$ cat src/rtl/chess_move_controller.sv
// Button-driven move controller for the 8x8 board: debounces the push-buttons,
// steers the cursor, runs the source/destination selection and owns the piece map.
module chess_move_controller #(
    parameter int DB_SAMPLES   = 3,
    parameter int CURSOR_RESET = 52
) (
    input  logic       clk,
    input  logic       reset,
    input  logic       sample_tick,
    input  logic       btnU,
    input  logic       btnD,
    input  logic       btnL,
    input  logic       btnR,
    input  logic       btnC,
    input  logic [5:0] rd_tile,
    output logic [3:0] rd_piece,
    output logic [5:0] cursor_tile,
    output logic [5:0] src_tile,
    output logic       src_valid,
    output logic       turn,
    output logic       move_done,
    output logic       illegal
);

    localparam int CW = $clog2(DB_SAMPLES + 1);
    localparam int BR = 0;
    localparam int BL = 1;
    localparam int BD = 2;
    localparam int BU = 3;
    localparam int BC = 4;

    typedef enum logic [1:0] {SEL_SRC, SEL_DST, COMMIT, CLEAR} state_e;

    function automatic logic [3:0] init_piece(input logic [5:0] t);
        logic [2:0] ty;
        case (t[2:0])
            3'd0, 3'd7: ty = 3'd4;
            3'd1, 3'd6: ty = 3'd2;
            3'd2, 3'd5: ty = 3'd3;
            3'd3:       ty = 3'd5;
            default:    ty = 3'd6;
        endcase
        case (t[5:3])
            3'd0:    init_piece = {1'b1, ty};
            3'd1:    init_piece = 4'b1001;
            3'd6:    init_piece = 4'b0001;
            3'd7:    init_piece = {1'b0, ty};
            default: init_piece = 4'b0000;
        endcase
    endfunction

    logic [4:0]    raw;
    logic [4:0]    db_q;
    logic [4:0]    ev_q;
    logic [CW-1:0] cnt_q [5];

    assign raw = {btnC, btnU, btnD, btnL, btnR};

    // ev_q fires for exactly one cycle after the tick that raises a debounced level
    always_ff @(posedge clk or negedge reset) begin
        if (!reset) begin
            db_q <= '0;
            ev_q <= '0;
            for (int i = 0; i < 5; i++) cnt_q[i] <= '0;
        end else begin
            ev_q <= '0;
            if (sample_tick) begin
                for (int i = 0; i < 5; i++) begin
                    if (raw[i] == db_q[i]) begin
                        cnt_q[i] <= '0;
                    end else if (cnt_q[i] == CW'(DB_SAMPLES - 1)) begin
                        cnt_q[i] <= '0;
                        db_q[i]  <= raw[i];
                        ev_q[i]  <= raw[i];
                    end else begin
                        cnt_q[i] <= cnt_q[i] + CW'(1);
                    end
                end
            end
        end
    end

    state_e     state_q;
    logic [3:0] map_q [64];
    logic [5:0] cursor_q;
    logic [5:0] src_q;
    logic [5:0] dst_q;
    logic       src_valid_q;
    logic       turn_q;
    logic       move_done_q;
    logic       illegal_q;
    logic [3:0] cur_piece;
    logic       cur_own;

    assign cur_piece = map_q[cursor_q];
    assign cur_own   = (cur_piece[2:0] != 3'd0) && (cur_piece[3] == turn_q);

    always_ff @(posedge clk or negedge reset) begin
        if (!reset) begin
            for (int i = 0; i < 64; i++) map_q[i] <= init_piece(6'(i));
            state_q     <= SEL_SRC;
            cursor_q    <= 6'(CURSOR_RESET);
            src_q       <= '0;
            dst_q       <= '0;
            src_valid_q <= 1'b0;
            turn_q      <= 1'b0;
            move_done_q <= 1'b0;
            illegal_q   <= 1'b0;
        end else begin
            move_done_q <= 1'b0;
            illegal_q   <= 1'b0;
            unique case (state_q)
                SEL_SRC, SEL_DST: begin
                    if (ev_q[BC]) begin
                        if (state_q == SEL_SRC) begin
                            if (cur_own) begin
                                src_q       <= cursor_q;
                                src_valid_q <= 1'b1;
                                state_q     <= SEL_DST;
                            end else begin
                                illegal_q <= 1'b1;
                            end
                        end else if (cursor_q == src_q) begin
                            src_valid_q <= 1'b0;
                            state_q     <= SEL_SRC;
                        end else if (cur_own) begin
                            src_q <= cursor_q;
                        end else begin
                            dst_q   <= cursor_q;
                            state_q <= COMMIT;
                        end
                    end else if (ev_q[BU]) begin
                        cursor_q <= {cursor_q[5:3] - 3'd1, cursor_q[2:0]};
                    end else if (ev_q[BD]) begin
                        cursor_q <= {cursor_q[5:3] + 3'd1, cursor_q[2:0]};
                    end else if (ev_q[BL]) begin
                        cursor_q <= {cursor_q[5:3], cursor_q[2:0] - 3'd1};
                    end else if (ev_q[BR]) begin
                        cursor_q <= {cursor_q[5:3], cursor_q[2:0] + 3'd1};
                    end
                end
                COMMIT: begin
                    map_q[dst_q] <= map_q[src_q];
                    move_done_q  <= 1'b1;
                    state_q      <= CLEAR;
                end
                CLEAR: begin
                    map_q[src_q] <= 4'd0;
                    src_valid_q  <= 1'b0;
                    turn_q       <= ~turn_q;
                    state_q      <= SEL_SRC;
                end
            endcase
        end
    end

    assign rd_piece    = map_q[rd_tile];
    assign cursor_tile = cursor_q;
    assign src_tile    = src_q;
    assign src_valid   = src_valid_q;
    assign turn        = turn_q;
    assign move_done   = move_done_q;
    assign illegal     = illegal_q;

endmodule

$ cat config.mk
export PLATFORM = sky130hd
export DESIGN_NAME = chess_move_controller
export DESIGN_NICKNAME = d
export VERILOG_FILES = /design/src/rtl/chess_move_controller.sv
export SDC_FILE = /design/constraint.sdc
export NUM_CORES = 1
export LEC_CHECK = 0
export BUFFER_PORTS_ARGS = -buffer_cell sky130_fd_sc_hd__buf_2
export CAP_MARGIN = 10
export CELL_PAD_IN_SITES_DETAIL_PLACEMENT = 0
export CELL_PAD_IN_SITES_GLOBAL_PLACEMENT = 2
export CORE_UTILIZATION = 45
export CTS_BUF_LIST = sky130_fd_sc_hd__clkbuf_4 sky130_fd_sc_hd__clkbuf_8 sky130_fd_sc_hd__clkbuf_16
export DETAILED_ROUTE_END_ITERATION = 7
export PLACE_DENSITY = 0.89
export SETUP_SLACK_MARGIN = 0.5
export SLEW_MARGIN = 20
export SYNTH_ARGS = -nofsm -noshare
export SYNTH_HDL_FRONTEND = slang
export SYNTH_SLANG_ARGS = --single-unit
$ cat constraint.sdc
create_clock -name clk -period 7.95 [get_ports clk]
set_input_delay 1.59 -clock clk [delete_from_list [all_inputs] [get_ports clk]]
set_output_delay 1.59 -clock clk [all_outputs]
set_load 0.1 [all_outputs]
==> reports/metrics.sh <==
GP_CONGESTION=1.04
CTSLONGESTPATHBUFFERS=3
FLOORPLAN.IO_PINS=34
CTSROOTBUFFERMASTER='sky130_fd_sc_hd__clkbuf_16'
COMMONEST_CELLS_AFTER_ROUTING_FILL_AND_TAPS_ASIDE='sky130_fd_sc_hd__nor2_1 (254), sky130_fd_sc_hd__dfrtp_1 (237), sky130_fd_sc_hd__nand2_1 (217), sky130_fd_sc_hd__o21ai_0 (150), sky130_fd_sc_hd__a22oi_1 (123)'
YS.WARNINGS.COUNT=0
CP_MAX_FO=42
POST_CTS_BUFFERS=0
GRTUSAGETOTAL_PCT=42.1
FINALSETUPTNS_NS=0
CLKPWRFRAC_PCT=29.2
SYNTH_EDF_COUNT=0
CTS_MAX_LEVEL=2
MAX_CAP_VIOLATIONS=0
SLEW_VIOL_FINAL=0
SYNTHESIS.NETS=2145
POST-ROUTE-DRC-COUNT=0
SEQ_AREA_FRAC_SYNTH_PCT=38.4
POWER.NET_SWITCHING_uW=3110
CTS_TREE='built'
POST_SYNTH.CELL_AREA_AVG_UM2=9.27
DIE_H_UM=211
OUTCOME='completed'
DETAIL_ROUTE.WIRELENGTH_UM=92700
SETUP.WORST_PATH.END_CLASS='primary output'
GRT_START_MAX_NET_PINS=123
SHARE_SEQ_OF_TOTAL_POWER_PCT=32.2
YS_TOP_CELLS_BY_AREA='sky130_fd_sc_hd__dfrtp_1 (31%), sky130_fd_sc_hd__mux4_2 (14%), sky130_fd_sc_hd__dfstp_2 (7.9%), sky130_fd_sc_hd__nor2_1 (4.9%), sky130_fd_sc_hd__a22oi_1 (4.7%)'
CTS.SINKS=300
CORE.ROWCOUNT=76
SW_FRAC_OF_TOTAL_PCT=46.2
SYNTHESIS.INSTANCES=2128
FP.DIEW_UM=211
PLACE_AREA_MM2=0.0203
POST_ROUTE_CELLS_DRIVE_ABOVE_1_SHARE_PCT=19.6
FIRST_GLOBAL_VIAS=18723
YS_FF_LATCH=300
NETLIST.AREA_LEADER.SHARE_PCT=30.6
CRITPATHARRIVALTIME_NS=4.61
DRT_PRE_ANTENNA_ITERS=6
EFFECTIVE_UTILIZATION_AT_FLOORPLAN_PCT=45.7
COMBINATIONALPOWERSHARE_PCT=38.6
POWER_DENSITY_mW_PER_MM2=310
TIMING.SLEW.HEADROOM_PCT=23.8
VIAS_PER_CELL=7.33
POWER_REPORT.INTERNAL_TOTAL_uW=3620
CTS.REPORTEDPATHS.CLKPINSLEW_NS=0.05
GLOBAL_ROUTE_WIRE_LENGTH_BEFORE_REPAIR_UM=135000
WORST-SETUP-PATH-TYPE='in -> out'
PORT-BUFFER-COUNT=33
FLOW.AREA_GROWTH_FROM_SYNTHESIS_PCT=9.91
FINALINSTANCEAREA_MM2=0.0217
FINALNETCOUNT=2072
ROUTED-VIA-COUNT=19565
DIEAREA_MM2=0.0447
INITIALDRTVIOLATIONCOUNT=3154
WORST_HOLD_PATH_TYPE='reg -> reg'
SYNTH.CELL_AREA_MM2=0.0197
YOSYSUNIQUECELLTYPES=76
POWER_LEAKAGE_uW=0.00834
HOLD_VIOL_FINAL=0
CORE_AREA_MM2=0.0432
CRIT_PATH_START_KIND='input pin'
TRITONCTS.NUM_BUFFERS=38
POWER.IR.VDD_WORST_V=0.000264
SKEW_NS=0.0367
DP_HPWL_UM=61200
CLK-INSERTION-DELAY-LATE_NS=0.59
GRT_REMAINING_OVERFLOW=0
FINALCRITICALPERIOD_NS=6.20
ASYNC_FLOP_SHARE_PCT=100
MAX_FREQ_MHz=161
POST_CTS_HOLD_BUFFER_COUNT=0
NETLIST.TOP_CELL.BY_AREA='sky130_fd_sc_hd__dfrtp_1'
SYNTHFLOPTYPE='sky130_fd_sc_hd__dfrtp_1'
ANT_NETS=0
POST-LAYOUT-TOTAL-POWER_uW=6720
CTS_RESIZED=0
DETAIL_ROUTE.WL_PER_CELL_UM=34.7
GRT_SETUP_UNREPAIRED='false'
ANTENNA_FOUND_INITIAL=3
LEADING_CELL_TYPE_IN_THE_LAYOUT_FILL_AND_TAPS_EXCLUDED='sky130_fd_sc_hd__nor2_1'
WORST-SLEW-PIN-TRANSITION_NS=1.14
CRIT_REQUIRED_NS=6.36
FINAL-SETUP-VIOL-COUNT=0
FINALCRITPERIODSHARE_PCT=78.0
NFILLCELLS=4088
## power groups by stage
stage,registers [uW],clock network (uW),logic (uW)
after detailed placement,2160,0,2500
after global placement,2150,0,2470
final,2160,1960,2600
after CTS,2130,1980,2500
after global routing,2170,2030,2680
after floorplan,2030,0,1570
## routing by layer
metal  global-route usage [%]  wire (um)  up-vias
li1                         -          -     7898
met1                     57.1      35500     9697
met2                     58.0      37700     1589
met3                     14.3      13200      371
met4                     25.0       6200       10
met5                    0.556         71        -
## per-stage QoR
| step | hold slack (ns) | cells | util [%] | setup WS [ns] |
|---|---|---|---|---|
| 2_1_floorplan | 0.443 | 2128 | - | 2.09 |
| 3_3_place_gp | 0.455 | 2600 | 47.0 | 1.87 |
| 3_5_place_dp | 0.464 | 2600 | 47.0 | 1.80 |
| 4_1_cts | 0.466 | 2669 | 50.2 | 1.80 |
| 5_1_grt | 0.488 | 2669 | 50.2 | 1.69 |
| 6_report | 0.461 | 2670 | 50.2 | 1.75 |
## flip-flops by register name, summed over array words and instances (netlist names)
signal / flops
cnt_q: 10
cursor_tile: 6
db_q: 5
dst_q: 6
ev_q: 5
illegal: 1
map_q: 256
move_done: 1
src_tile: 6
src_valid: 1
state_q: 2
turn: 1
## logic make-up (layout without fill, tap and decap cells)
kind of cell / Yosys count / after routing / share of synthesized area [%]
multiplexers: 161 / 161 / 16.0
XOR/XNOR: 17 / 17 / 0.755
buffers and inverters: 226 / 182 / 4.81
AND/OR/NAND/NOR: 785 / 785 / 18.6
adder cells (fa/ha/maj): 3 / 3 / 0.228
AO/OA/AOI/OAI: 636 / 636 / 21.3
flip-flops: 300 / 300 / 38.4
other: 0 / 1 / 0
## worst max-delay path: stages
cell and delay, ns:
sky130_fd_sc_hd__buf_2 0.74, sky130_fd_sc_hd__buf_4 0.46, sky130_fd_sc_hd__mux4_2 0.37, sky130_fd_sc_hd__mux4_2 0.52
sky130_fd_sc_hd__mux4_2 0.54, sky130_fd_sc_hd__buf_2 0.32
## synthesized netlist by cell type (35+ instances only)
library cell and number:
sky130_fd_sc_hd__clkbuf_1 130, sky130_fd_sc_hd__a21oi_1 113, sky130_fd_sc_hd__o21ai_0 150, sky130_fd_sc_hd__dfrtp_1 241, sky130_fd_sc_hd__a22oi_1 123, sky130_fd_sc_hd__nand4_1 35, sky130_fd_sc_hd__nand3_1 72, sky130_fd_sc_hd__mux4_2 119
sky130_fd_sc_hd__nor2_1 259, sky130_fd_sc_hd__nand2_1 217, sky130_fd_sc_hd__nor3_1 62, sky130_fd_sc_hd__buf_2 42, sky130_fd_sc_hd__dfstp_2 59, sky130_fd_sc_hd__a31oi_1 78
## worst paths after layout
check                      cells past startpoint  slack [ns]                    end               startpoint
setup / recovery                               6        1.75            rd_piece[2]               rd_tile[1]
hold / removal                                 1        0.46      ev_q[2]$_DFF_PN0_      db_q[2]$_DFFE_PN0P_
setup reg to reg                               9        3.37  map_q[59]$_DFFE_PN0P_  src_tile[1]$_DFFE_PN0P_
hold reg to reg                                1        0.46      ev_q[2]$_DFF_PN0_      db_q[2]$_DFFE_PN0P_
max in group asynchronous                      2        5.58  map_q[71]$_DFFE_PN0P_                    reset
min in group asynchronous                      1        0.99    move_done$_DFF_PN0_                    reset
## area by class of cell
type | count | area, um^2 | share of cell area, %
timing repair buffer | 91 | 626 | 2.88
inverter | 22 | 82.6 | 0.381
antenna | 1 | 2.50 | 0.0115
clock inverter | 16 | 268 | 1.23
tap | 585 | 732 | 3.38
multi-input combinational | 1602 | 11300 | 51.9
sequential | 300 | 7590 | 35.0
clock buffer | 53 | 1130 | 5.22
No activity file was read; power rests on OpenSTA's default activity.
